--- config.mk ---
export PLATFORM = sky130hd
export DESIGN_NAME = offload_arbiter_flat
export DESIGN_NICKNAME = d
export VERILOG_FILES = /design/src/rtl/offload_pkg.sv /design/src/rtl/offload_arbiter_if.sv /design/src/rtl/offload_tag_fifo.sv /design/src/rtl/offload_arbiter.sv /design/src/flat_wrapper.sv
export SDC_FILE = /design/constraint.sdc
export NUM_CORES = 1
export LEC_CHECK = 0
export CORE_AREA = 3 3 159 161
export DETAILED_ROUTE_END_ITERATION = 8
export DIE_AREA = 0 0 162 164
export PLACE_DENSITY = 0.61
export SYNTH_ARGS = -nofsm -noshare
export SYNTH_HDL_FRONTEND = slang
export SYNTH_SLANG_ARGS = --single-unit
--- constraint.sdc ---
create_clock -name clk -period 5.8 [get_ports clk]
set_clock_uncertainty 0.2 [all_clocks]
set_input_delay 1.16 -clock clk [delete_from_list [all_inputs] [get_ports clk]]
set_output_delay 1.16 -clock clk [all_outputs]
set_load 0.1 [all_outputs]
--- src/rtl/offload_pkg.sv ---
// Shared types, default sizes and the round-robin pick helper for the offload arbiter.
package offload_pkg;

  localparam int DEF_NUM_REQ         = 4;
  localparam int DEF_REQ_W           = 64;
  localparam int DEF_RESP_W          = 32;
  localparam int DEF_MAX_OUTSTANDING = 4;

  localparam int CNT_W = $clog2(DEF_MAX_OUTSTANDING) + 1;
  localparam int PTR_W = $clog2(DEF_MAX_OUTSTANDING);

  typedef logic [$clog2(DEF_NUM_REQ)-1:0] req_id_t;

  // First valid requester at or after ptr, wrapping at num (num in 2..16).
  // Returns ptr unchanged when nothing is valid; callers qualify with |valid.
  function automatic logic [3:0] rr_pick(input logic [15:0] valid,
                                         input logic [3:0]  ptr,
                                         input int          num);
    logic [3:0] pick;
    logic       found;
    int         idx;
    pick  = ptr;
    found = 1'b0;
    for (int k = 0; k < 16; k++) begin
      idx = (int'(ptr) + k) % num;
      if (!found && (k < num) && valid[idx[3:0]]) begin
        pick  = idx[3:0];
        found = 1'b1;
      end
    end
    return pick;
  endfunction

endpackage

--- src/rtl/offload_arbiter_if.sv ---
// Engine-side and accelerator-side handshake bundle for the offload arbiter.
interface offload_arbiter_if #(
  parameter int NUM_REQ = offload_pkg::DEF_NUM_REQ,
  parameter int REQ_W   = offload_pkg::DEF_REQ_W,
  parameter int RESP_W  = offload_pkg::DEF_RESP_W
);

  logic [NUM_REQ-1:0]       req_valid;
  logic [NUM_REQ-1:0]       req_ready;
  logic [NUM_REQ*REQ_W-1:0] req_data;
  logic [NUM_REQ-1:0]       resp_valid;
  logic [NUM_REQ-1:0]       resp_ready;
  logic [RESP_W-1:0]        resp_data;
  logic                     off_req_valid;
  logic                     off_req_ready;
  logic [REQ_W-1:0]         off_req_data;
  logic                     off_resp_valid;
  logic                     off_resp_ready;
  logic [RESP_W-1:0]        off_resp_data;

  // Arbiter side.
  modport slave (
    input  req_valid, req_data, resp_ready, off_req_ready, off_resp_valid, off_resp_data,
    output req_ready, resp_valid, resp_data, off_req_valid, off_req_data, off_resp_ready
  );

  // Engines plus accelerator side.
  modport master (
    output req_valid, req_data, resp_ready, off_req_ready, off_resp_valid, off_resp_data,
    input  req_ready, resp_valid, resp_data, off_req_valid, off_req_data, off_resp_ready
  );

endinterface

--- src/rtl/offload_tag_fifo.sv ---
// Small FIFO of requester ids, one entry per in-flight accelerator request.
// Pointers carry one extra wrap bit so equal indices distinguish full from empty.
module offload_tag_fifo
  import offload_pkg::*;
#(
  parameter int DEPTH = DEF_MAX_OUTSTANDING,
  parameter int WIDTH = 2
) (
  input  logic             clk,
  input  logic             reset_n,
  input  logic             push,
  input  logic [WIDTH-1:0] push_data,
  input  logic             pop,
  output logic [WIDTH-1:0] head,
  output logic             empty
);

  localparam int AW = $clog2(DEPTH);

  logic [WIDTH-1:0] mem [DEPTH];
  logic [AW:0]      wr_ptr;
  logic [AW:0]      rd_ptr;

  // Storage write; contents need no reset since the pointers gate validity.
  always_ff @(posedge clk) begin
    if (push) mem[wr_ptr[AW-1:0]] <= push_data;
  end

  // Pointer advance; push and pop together are legal while non-empty.
  always_ff @(posedge clk or negedge reset_n) begin
    if (!reset_n) begin
      wr_ptr <= '0;
      rd_ptr <= '0;
    end else begin
      if (push) wr_ptr <= wr_ptr + 1'b1;
      if (pop)  rd_ptr <= rd_ptr + 1'b1;
    end
  end

  // Head id and empty flag are read straight from the registered state.
  always_comb begin
    head  = mem[rd_ptr[AW-1:0]];
    empty = (wr_ptr == rd_ptr);
  end

endmodule

--- src/rtl/offload_arbiter.sv ---
// Round-robin arbiter sharing one in-order accelerator among NUM_REQ engines,
// bounding in-flight work and steering each response back to its requester.
module offload_arbiter
  import offload_pkg::*;
#(
  parameter int NUM_REQ         = DEF_NUM_REQ,
  parameter int REQ_W           = DEF_REQ_W,
  parameter int RESP_W          = DEF_RESP_W,
  parameter int MAX_OUTSTANDING = DEF_MAX_OUTSTANDING
) (
  input  logic                               clk,
  input  logic                               reset_n,
  offload_arbiter_if.slave                   bus,
  output logic [$clog2(MAX_OUTSTANDING):0]   outstanding,
  output logic                               err_orphan
);

  localparam int ID_BITS  = $clog2(NUM_REQ);
  localparam int CNT_BITS = $clog2(MAX_OUTSTANDING) + 1;

  logic                live_reg;
  logic                lock_reg;
  logic [ID_BITS-1:0]  grant_reg;
  logic [ID_BITS-1:0]  rr_ptr_reg;
  logic [CNT_BITS-1:0] cnt_reg;
  logic                err_reg;

  logic [ID_BITS-1:0]  pick;
  logic [ID_BITS-1:0]  grant;
  logic [ID_BITS-1:0]  head;
  logic                empty;
  logic                can_issue;
  logic                issue;
  logic                ret;
  logic                orphan;

  // Outputs stay quiet until the first clock after reset release (sync deassert).
  always_ff @(posedge clk or negedge reset_n) begin
    if (!reset_n) live_reg <= 1'b0;
    else          live_reg <= 1'b1;
  end

  // Issue side: round-robin pick, held grant while the accelerator stalls.
  always_comb begin
    pick              = ID_BITS'(rr_pick(16'(bus.req_valid), 4'(rr_ptr_reg), NUM_REQ));
    grant             = lock_reg ? grant_reg : pick;
    can_issue         = live_reg && (cnt_reg < CNT_BITS'(MAX_OUTSTANDING));
    bus.off_req_valid = can_issue && (lock_reg || (|bus.req_valid));
    bus.off_req_data  = bus.req_data[int'(grant)*REQ_W +: REQ_W];
    issue             = bus.off_req_valid && bus.off_req_ready;
    bus.req_ready     = '0;
    if (issue) bus.req_ready[grant] = 1'b1;
  end

  // Return side: head tag steers the response; an empty FIFO swallows orphans.
  always_comb begin
    bus.resp_data      = bus.off_resp_data;
    bus.resp_valid     = '0;
    if (live_reg && bus.off_resp_valid && !empty) bus.resp_valid[head] = 1'b1;
    bus.off_resp_ready = live_reg && (empty ? bus.off_resp_valid : bus.resp_ready[head]);
    ret                = bus.off_resp_valid && bus.off_resp_ready && !empty;
    orphan             = live_reg && bus.off_resp_valid && empty;
  end

  // Round-robin pointer and grant lock; the lock pins off_req_data during a stall.
  always_ff @(posedge clk or negedge reset_n) begin
    if (!reset_n) begin
      rr_ptr_reg <= '0;
      lock_reg   <= 1'b0;
      grant_reg  <= '0;
    end else if (issue) begin
      rr_ptr_reg <= (grant == ID_BITS'(NUM_REQ - 1)) ? '0 : grant + ID_BITS'(1);
      lock_reg   <= 1'b0;
    end else if (bus.off_req_valid) begin
      lock_reg   <= 1'b1;
      grant_reg  <= grant;
    end
  end

  // In-flight count; simultaneous issue and return cancel out.
  always_ff @(posedge clk or negedge reset_n) begin
    if (!reset_n) begin
      cnt_reg <= '0;
    end else begin
      case ({issue, ret})
        2'b10:   cnt_reg <= cnt_reg + 1'b1;
        2'b01:   cnt_reg <= cnt_reg - 1'b1;
        default: cnt_reg <= cnt_reg;
      endcase
    end
  end

  // Sticky orphan-response flag, cleared only by reset.
  always_ff @(posedge clk or negedge reset_n) begin
    if (!reset_n)    err_reg <= 1'b0;
    else if (orphan) err_reg <= 1'b1;
  end

  offload_tag_fifo #(
    .DEPTH (MAX_OUTSTANDING),
    .WIDTH (ID_BITS)
  ) u_tag_fifo (
    .clk       (clk),
    .reset_n   (reset_n),
    .push      (issue),
    .push_data (grant),
    .pop       (ret),
    .head      (head),
    .empty     (empty)
  );

  assign outstanding = cnt_reg;
  assign err_orphan  = err_reg;

endmodule

--- src/flat_wrapper.sv ---
// flat-port wrapper written by rule: the top's interface ports become plain ports
module offload_arbiter_flat import offload_pkg::*;
#(
  parameter int NUM_REQ         = DEF_NUM_REQ,
  parameter int REQ_W           = DEF_REQ_W,
  parameter int RESP_W          = DEF_RESP_W,
  parameter int MAX_OUTSTANDING = DEF_MAX_OUTSTANDING
)
  (clk, reset_n, outstanding, err_orphan, bus_req_valid, bus_req_data, bus_resp_ready, bus_off_req_ready, bus_off_resp_valid, bus_off_resp_data, bus_req_ready, bus_resp_valid, bus_resp_data, bus_off_req_valid, bus_off_req_data, bus_off_resp_ready);
  offload_arbiter_if #(.NUM_REQ(NUM_REQ), .REQ_W(REQ_W), .RESP_W(RESP_W)) bus_i ();
  input  logic clk;
  input  logic reset_n;
  output logic [$clog2(MAX_OUTSTANDING):0] outstanding;
  output logic err_orphan;
  input wire logic [$bits(bus_i.req_valid)-1:0] bus_req_valid;
  input wire logic [$bits(bus_i.req_data)-1:0] bus_req_data;
  input wire logic [$bits(bus_i.resp_ready)-1:0] bus_resp_ready;
  input wire logic [$bits(bus_i.off_req_ready)-1:0] bus_off_req_ready;
  input wire logic [$bits(bus_i.off_resp_valid)-1:0] bus_off_resp_valid;
  input wire logic [$bits(bus_i.off_resp_data)-1:0] bus_off_resp_data;
  output wire logic [$bits(bus_i.req_ready)-1:0] bus_req_ready;
  output wire logic [$bits(bus_i.resp_valid)-1:0] bus_resp_valid;
  output wire logic [$bits(bus_i.resp_data)-1:0] bus_resp_data;
  output wire logic [$bits(bus_i.off_req_valid)-1:0] bus_off_req_valid;
  output wire logic [$bits(bus_i.off_req_data)-1:0] bus_off_req_data;
  output wire logic [$bits(bus_i.off_resp_ready)-1:0] bus_off_resp_ready;
  assign bus_i.req_valid = bus_req_valid;
  assign bus_i.req_data = bus_req_data;
  assign bus_i.resp_ready = bus_resp_ready;
  assign bus_i.off_req_ready = bus_off_req_ready;
  assign bus_i.off_resp_valid = bus_off_resp_valid;
  assign bus_i.off_resp_data = bus_off_resp_data;
  assign bus_req_ready = bus_i.req_ready;
  assign bus_resp_valid = bus_i.resp_valid;
  assign bus_resp_data = bus_i.resp_data;
  assign bus_off_req_valid = bus_i.off_req_valid;
  assign bus_off_req_data = bus_i.off_req_data;
  assign bus_off_resp_ready = bus_i.off_resp_ready;
  offload_arbiter #(.NUM_REQ(NUM_REQ), .REQ_W(REQ_W), .RESP_W(RESP_W), .MAX_OUTSTANDING(MAX_OUTSTANDING)) u_core (.clk(clk), .reset_n(reset_n), .bus(bus_i), .outstanding(outstanding), .err_orphan(err_orphan));
endmodule
After elaboration in Yosys (flattened, before gate mapping)
Memory sizes are Yosys's and may differ from the RTL's.
Cells that the tools add are included.

cells by class
  $lt $le $gt $ge = 9
  eq/ne operators = 4
  muxes and demuxes = 30
  bitwise gates (word level) = 4
  shift operators = 1
  $add $sub $neg = 8
  reduce and logical (&&, ||, !) cells = 26

operators with widths
  operator                                                           count
  variable part select 256 x 9 -> 64 bit                             1
  < comparator 4 x 5 -> 1 bit, second input constant                 3
  2-to-1 mux 1 bit                                                   15
  logical AND 1 bit                                                  14
  2-to-1 mux 2 bit                                                   5
  adder 3 x 1 -> 3 bit, second input constant                        3
  binary-select mux 1 bit (select 3 bit)                             3
  2-to-1 mux 4 bit                                                   2
  < comparator 2 x 3 -> 1 bit, second input constant                 2
  one-hot mux 3 bit (2 select lines)                                 1
  OR reduction 2 bit                                                 3
  < comparator 2 x 5 -> 1 bit, second input constant                 1
  adder 2 x 1 -> 2 bit, second input constant                        2
  adder 2 bit, second input constant                                 2
  binary-select mux 1 bit (select 2 bit)                             2
  demux 1 bit (select 2 bit)                                         2
  equality test 2 bit, second input constant                         2
  greater-or-equal comparator 2 x 1 -> 1 bit, second input constant  2
  zero test 1 bit                                                    4
  nonzero test 2 bit                                                 2
  OR reduction 4 bit                                                 1
  bitwise AND 1 bit, first input constant                            3
  equality test 3 bit                                                1
  < comparator 3 bit, second input constant                          1
  other kinds (5)                                                    5

storage, ports and cells
  memories = 1
  bits in writable memories = 8
  register bits after elaboration = 16

memory list
  name                   words  width  rd ports  clocked after memory_dff  wr ports  line                    source
  u_core.u_tag_fifo.mem  4      2      1         0                         1         offload_tag_fifo.sv:20  logic [WIDTH-1:0] mem [DEPTH];

Longest topological paths before layout
  word-level depth = 19
  depth in mapped cells = 12
  mapped depth without buffers = 11

Hierarchy
A second synthesis with hierarchy kept.

unflattened totals
  cell total of the unflattened synthesis = 370
  area total of the unflattened synthesis = 3767.4 um^2

by module, submodules not included
  module            instances  cells each  area an instance (um^2)  seq. area each (um^2)
  offload_arbiter   1          331         3139.3                   250.2
  offload_tag_fifo  1          39          628.1                    390.4

Worst setup path before layout
OpenSTA, ideal clock, no wires.

  path type = input to output
  start = input port bus_req_valid[2]
  end = output port bus_off_req_data[12]
  required time = 4.440 ns
  buffers on the path = 2
  arrival = 3.966 ns
  slack = 0.474 ns
  cell stages on the path = 7
  cells stage by stage = nor2b_1 -> o21a_1 -> o41ai_2 -> buf_2 -> clkbuf_1 -> a211oi_1 -> a31oi_1

on the way
  cells in the longest elaborated chain, start to end = 14
  elaborated cells between the ends (all ways) = 22
  those cells by class = 1 x shift; 15 x mux; 6 x reduce/logical

ends and longest elaborated chain
  element                                     line                   source
  from (decl)                                 flat_wrapper.sv:15     input wire logic [$bits(bus_i.req_valid)-1:0] bus_req_valid;
  binary-select mux 1 bit (select 2 bit)      offload_pkg.sv:26      if (!found && (k < num) && valid[idx[3:0]]) begin
  2-to-1 mux 1 bit (implied by the code)      offload_pkg.sv:26
  2-to-1 mux 1 bit                            offload_pkg.sv:26
  zero test 1 bit                             offload_pkg.sv:26
  logical AND 1 bit                           offload_pkg.sv:26
  2-to-1 mux 1 bit                            offload_pkg.sv:26
  zero test 1 bit                             offload_pkg.sv:26
  logical AND 1 bit                           offload_pkg.sv:26
  2-to-1 mux 1 bit                            offload_pkg.sv:26
  zero test 1 bit                             offload_pkg.sv:26
  logical AND 1 bit                           offload_pkg.sv:26
  2-to-1 mux 2 bit (*)                        offload_pkg.sv:26
  2-to-1 mux 2 bit (*)                        offload_arbiter.sv:46  grant = lock_reg ? grant_reg : pick;
  variable part select 256 x 9 -> 64 bit (*)  offload_arbiter.sv:49  bus.off_req_data = bus.req_data[int'(grant)*REQ_W +: REQ_W];
  to (decl)                                   flat_wrapper.sv:25     output wire logic [$bits(bus_i.off_req_data)-1:0] bus_off_req_data;

Every way passes the cells marked *; elsewhere a longest branch is shown, timed or not. The select of a mux whose other input is x is not followed.

Final worst setup path
  start = input port bus_req_valid[1]
  end = output port bus_off_req_data[7]

Same word-level chain as after synthesis.

==> flow_summary.ini <==
[global_route]
grt_pass1_vias = 7211
antenna_found_initial = 0
grt_max_degree = 129
grt_overflow = 0
grt_usage_pct = 18.7
grt_pass1_wl_um = 40600

[critical_path]
crit_path_start_kind = input port
worst_r2r_endpoint = u_core.outstanding[2]
r2r_slack_ns = 2.35
path_buf_inv = 4
max_stage_delay_ns = 0.62
crit_family = buffers and inverters
endpoint_kind = output pin
slowest_stage = a2111oi_4
path_max_fanout = 49
worstSetupPathType = input port to output pin
r2r_start = u_core.lock_reg
path_depth = 9
cp.required_ns = 4.44
crit_chain = clkdlybuf4s50_1 > nor2_1 > a2111oi_4 > buf_12 > buf_4 > o21ai_0 > a21o_1 > a31oi_1 > buf_12
critPathLaunch = bus_req_valid[1]
cp_common_cell = buf_12
r2r_cells = 10
setup.worst_path.end = bus_off_req_data[7]
cp.arrival_ns = 3.85

[cells_and_area]
n_antenna_cell = 0
largest_register_ffs = 8
syn_to_final_growth_pct = 80.1
drive_above_1_share_pct = 11.6
layout.filler_cells = 2497
final_nets = 1250
multi_input_area_mm2 = 0.00390
seqCellArea_um2 = 644

[placement]
finalWeightedCongestion = 0.762
port_buffers = 345
hpwl_um = 18700

[synth]
synthMuxAreaShare_pct = 2.47
synthSimpleGateAreaFrac_pct = 10.2
synth_top_family_by_area = compound AO/OA/AOI/OAI gates
synth_fp_nets = 1019
synth.yosys.seq_area_share_pct = 12.3
synth_flop_cell = dfrtp_1
synth_area_leader_cell = o311a_1
synth_compound_area_share_pct = 56.8
synth_area_leaders = o311a_1, a21o_1, a211oi_1
yosysWarnings = 0
async_flop_share_pct = 66.7
netlist_instances = 708
yosys.area.top_type_share_pct = 12.3
syn_area_mm2 = 0.00522
synth_cell_types = 39
ys_ff_latch = 24
synth-xor-area-share_pct = 1.68
syn_area_per_cell_um2 = 7.37
synth_adder_area_share_pct = 2.78
synth-edff-count = 8

[cts]
max-clock-path-buffers = 2
cts_setup_buffers = 0
clk_pin_slew_ns = 0.06
cts_tree = yes
cts_resized = 0
clock_latency_ns = 0.25
cts_sinks = 24
cts_max_level = 1
cts_buffers = 3
cts-root-buf = clkbuf_16
holdBufCountCts = 0

[sta]
rsz0062_at_grt = no
fin_crit_sh_pct = 89.8
finalMaxSlewViolations = 0
finalHoldViolCount = 0
setup_violations = 0
worst_slew_pin_slew_ns = 1.00
fmax_mhz = 192
tns_ns = 0
fin_crit_ns = 5.21
relSlewSlack_pct = 33.2

[routing]
drt-total-wl_um = 27200
drt_iter0_markers = 489
firstDrtPassIters = 5
drc_errors = 0
final_antenna_net_count = 0
vias_per_cell = 5.70
routedWlPerCell_um = 21.6
num_vias = 7189

[floorplanning]
die_h_um = 164
die_x_um = 162
die_area_mm2 = 0.0266
rows = 57
core_mm2 = 0.0241
start_util_pct = 21.6
ios = 410

[status]
status = completed

[job]
cap_viol_max_count = 0

[min_path]
min_path_type = flop to flop
## routing by layer
layer	share of wire [%]	GRT usage, %	vias to the layer above	routed length [um]
li1	-	-	3289	-
met1	41	23.7	3481	11100
met2	50	32.6	387	13500
met3	7.8	3.81	32	2130
met4	1.8	4.34	0	500
met5	0	0	-	0
## Yosys cell counts, drive strengths merged, types with 2 or more instances
cell	instances
clkbuf	78
nor3b	2
ha	10
xnor2	7
dfrtp	16
and3	10
mux2i	5
nor2	9
a211oi	64
o311a	64
nor2b	4
a22oi	64
edfxtp	8
and2	2
mux2	3
a21oi	5
xor2	3
buf	56
a31oi	66
nand2b	3
mux4	2
a21o	66
nand3	66
o21ai	67
nand2	8
inv	11
## worst min-delay path by stage
stage                     slack (ns)  cells past startpoint                     endpoint                   startpoint
after detailed placement        0.27                      1            u_core.err_orphan            u_core.err_orphan
after global routing            0.31                      1            u_core.err_orphan            u_core.err_orphan
after floorplan                 0.26                      1  u_core.u_tag_fifo.wr_ptr[2]  u_core.u_tag_fifo.wr_ptr[2]
after CTS                       0.29                      1            u_core.err_orphan            u_core.err_orphan
final                           0.29                      1            u_core.err_orphan            u_core.err_orphan
after global placement          0.28                      1            u_core.err_orphan            u_core.err_orphan
## cell families (layout without fill, tap and decap cells)
family / after synthesis / after routing
DFF: 24 / 24
and+or+nand+nor: 104 / 104
xor gates and xnor gates: 10 / 10
buffers and inverters: 145 / 375
muxes: 10 / 10
other: 1 / 1
adders and majority gates: 11 / 11
AOI/OAI and AO/OA: 403 / 403
## stage by stage
stage / area (um^2) / hold slack [ns] / worst slack [ns] / cells / util, %
global route: 9390 / 0.310 / 0.442 / 1262 / 39.0
global placement: 9290 / 0.281 / 0.651 / 1258 / 38.5
floorplan: 5220 / 0.262 / 0.474 / 708 / -
CTS: 9390 / 0.288 / 0.589 / 1262 / 39.0
finish: 9390 / 0.289 / 0.594 / 1262 / 39.0
detailed placement: 9290 / 0.270 / 0.604 / 1258 / 38.5
## layout by cell type, fill, tap and decap left out, types with 4 or more instances in the layout
cell             synthesis  layout
a22oi_1                 64      64
o21ai_0                 67      67
edfxtp_1                 8       8
ha_1                    10      10
and3_1                  10      10
a31oi_1                 66      66
xnor2_1                  7       7
dfrtp_1                 16      15
a211oi_1                64      64
buf_12                   0      73
a21oi_1                  5       4
nor2b_1                  4       4
nor2_1                   9       8
nand2_1                  8       7
inv_1                   11      11
o311a_1                 64      64
clkdlybuf4s50_1          0     271
mux2i_1                  5       5
nand3_1                 66      66
a21o_1                  66      65
buf_4                   39      16
## layout make-up
class,instances,share of cell area (%)
Clock inverter,1,0.320
Multi-Input combinational cell,539,41.6
Tap cell,324,4.32
Timing Repair Buffer,360,45.7
Clock buffer,3,0.799
Inverter,11,0.440
Sequential cell,24,6.86
Power is not shown: default switching activity piles up to over one toggle a cycle in this logic, so the estimate is an artifact.
==> RTL change (config.mk and constraints unchanged) <==
Make the reset (`reset_n`) synchronous in 5 clocked blocks.
--- a/src/rtl/offload_tag_fifo.sv
+++ b/src/rtl/offload_tag_fifo.sv
@@ -27,7 +27,7 @@
   end
 
   // Pointer advance; push and pop together are legal while non-empty.
-  always_ff @(posedge clk or negedge reset_n) begin
+  always_ff @(posedge clk) begin
     if (!reset_n) begin
       wr_ptr <= '0;
       rd_ptr <= '0;
--- a/src/rtl/offload_arbiter.sv
+++ b/src/rtl/offload_arbiter.sv
@@ -35,7 +35,7 @@
   logic                orphan;
 
   // Outputs stay quiet until the first clock after reset release (sync deassert).
-  always_ff @(posedge clk or negedge reset_n) begin
+  always_ff @(posedge clk) begin
     if (!reset_n) live_reg <= 1'b0;
     else          live_reg <= 1'b1;
   end
@@ -63,7 +63,7 @@
   end
 
   // Round-robin pointer and grant lock; the lock pins off_req_data during a stall.
-  always_ff @(posedge clk or negedge reset_n) begin
+  always_ff @(posedge clk) begin
     if (!reset_n) begin
       rr_ptr_reg <= '0;
       lock_reg   <= 1'b0;
@@ -78,7 +78,7 @@
   end
 
   // In-flight count; simultaneous issue and return cancel out.
-  always_ff @(posedge clk or negedge reset_n) begin
+  always_ff @(posedge clk) begin
     if (!reset_n) begin
       cnt_reg <= '0;
     end else begin
@@ -91,7 +91,7 @@
   end
 
   // Sticky orphan-response flag, cleared only by reset.
-  always_ff @(posedge clk or negedge reset_n) begin
+  always_ff @(posedge clk) begin
     if (!reset_n)    err_reg <= 1'b0;
     else if (orphan) err_reg <= 1'b1;
   end
Behaviour: differs if reset_n is asserted again (counterexample within 4 cycles, from zero or initial values and one cycle with reset_n low); with reset_n held inactive, the same outputs for 4 cycles.
==> RTL change against the original RTL <==
- synthesized area decreased by 29%
- critical path depth increased by 1
- wire length decreased by 40%
- sequential cell count increased by 2
- setup slack improved by 0.25 ns
- cell area decreased by 14%
Power is left out: it rests on default switching activity, and per cell area and clock period it moved more than threefold.
==> RTL change: results (changes against the original RTL) <==
Critical path
  • Reg-to-reg critical path endpoint: u_core.outstanding[2]$_SDFFE_PN0P_ (was u_core.outstanding[2]$_DFFE_PN0P_)
  • Setup slack, reg-to-reg: 2.65 ns (was 2.35 ns)
  • Slowest cell on the critical path: clkdlybuf4s50_1 (was a2111oi_4)
  • Crit-path max FO: 41 (was 49)
  • CP endpoint: bus_off_req_data[6] (was bus_off_req_data[7])
  • Slowest stage delay, CP: 0.55 ns (was 0.62 ns)

Cells and area
  • Non-clock buffers: 357 (was 360)
  • Share of cells above drive strength 1: 13.6% (was 11.6%)
  • Register area: 601 um2 (was 644 um2)
  • Fraction of area in multi-input gates: 33.0% (was 41.6%)
  • Antenna diodes: 1 (was 0)
  • Clk cell area share: 1.30% (was 1.12%)
  • Fillers: 2549 (was 2497)
  • Multi-input gate area: 2660 um2 (was 3900 um2)

Drt
  • Routed WL: 16.2 mm (was 27.2 mm)
  • Drt wl/cell: 16.0 um (was 21.6 um)
  • Pre-antenna DRT Iters: 4 (was 5)
  • Iteration-0 DRC Markers: 101 (was 489)
  • Metal2 WL: 8.18 mm (was 13.5 mm)
  • Met3 wire length: 1.55 mm (was 2.13 mm)

Yosys
  • Top cells by count, synth: mux2i_1, buf_4, dfxtp_1, nor2_1, inv_1 (was clkbuf_1, o21ai_0, a21o_1, a31oi_1, nand3_1)
  • Syn_area_per_cell: 9.54 um2 (was 7.37 um2)
  • Post-Syn Nets: 697 (was 1019)
  • Ys async rst share: 0% (was 66.7%)

Hold path
  • Worst Hold End: u_core.err_orphan$_SDFFE_PN0P_ (was u_core.err_orphan$_DFFE_PN0P_)
  • Hold wc startpoint: u_core.err_orphan$_SDFFE_PN0P_ (was u_core.err_orphan$_DFFE_PN0P_)
  • Hold Crit Depth: 2 (was 1)

Global routing
  • Grt met1 use: 13.7% (was 23.7%)
  • First-pass GRT wire length: 23.6 mm (was 40.6 mm)
  • GRT Resource Usage Total: 11.3% (was 18.7%)
  • M3 GR Usage: 4.06% (was 3.81%)
  • Largest net degree at the start of global routing: 42 (was 129)

Status
  • Status: finished, final reports clean (unchanged)

Clock network
  • Sink Count: 26 (was 24)

Timing
  • Slew @ Worst Pin: 1.01 ns (was 1.00 ns)

Placement
  • Placed Area: 7960 um2 (was 9290 um2)
  • Post-DP HPWL: 14.1 mm (was 18.7 mm)
RTL change: changes by cell type in the layout (fill, tap and decap cells not counted), sizes merged, moves of 18 or more:
cell / unedited run / this run
a22oi: 64 / 0
a211oi: 64 / 3
nand3: 66 / 2
dfxtp: 0 / 18
a31oi: 66 / 0
o311a: 64 / 0
mux2i: 5 / 196
o21ai: 67 / 4
a21o: 66 / 0
RTL change: tightest hold or removal path: stages (launching register included):
cell     delay [ns]
dfxtp_1        0.32
nor2_1         0.05
nor2_1         0.07
RTL change: kinds of logic (layout without fill, tap and decap cells):
kind of cell | count (synthesis) | after routing | share of synthesized area [%]
XOR/XNOR | 7 | 7 | 1.67
AND/OR/NAND/NOR | 52 | 52 | 7.03
adder cells (fa/ha/maj) | 11 | 11 | 3.94
buffers and inverters | 67 | 373 | 11.7
AO/OA/AOI/OAI | 24 | 24 | 4.45
multiplexers | 199 | 199 | 54.9
flip-flops | 26 | 26 | 16.3
other | 0 | 1 | 0
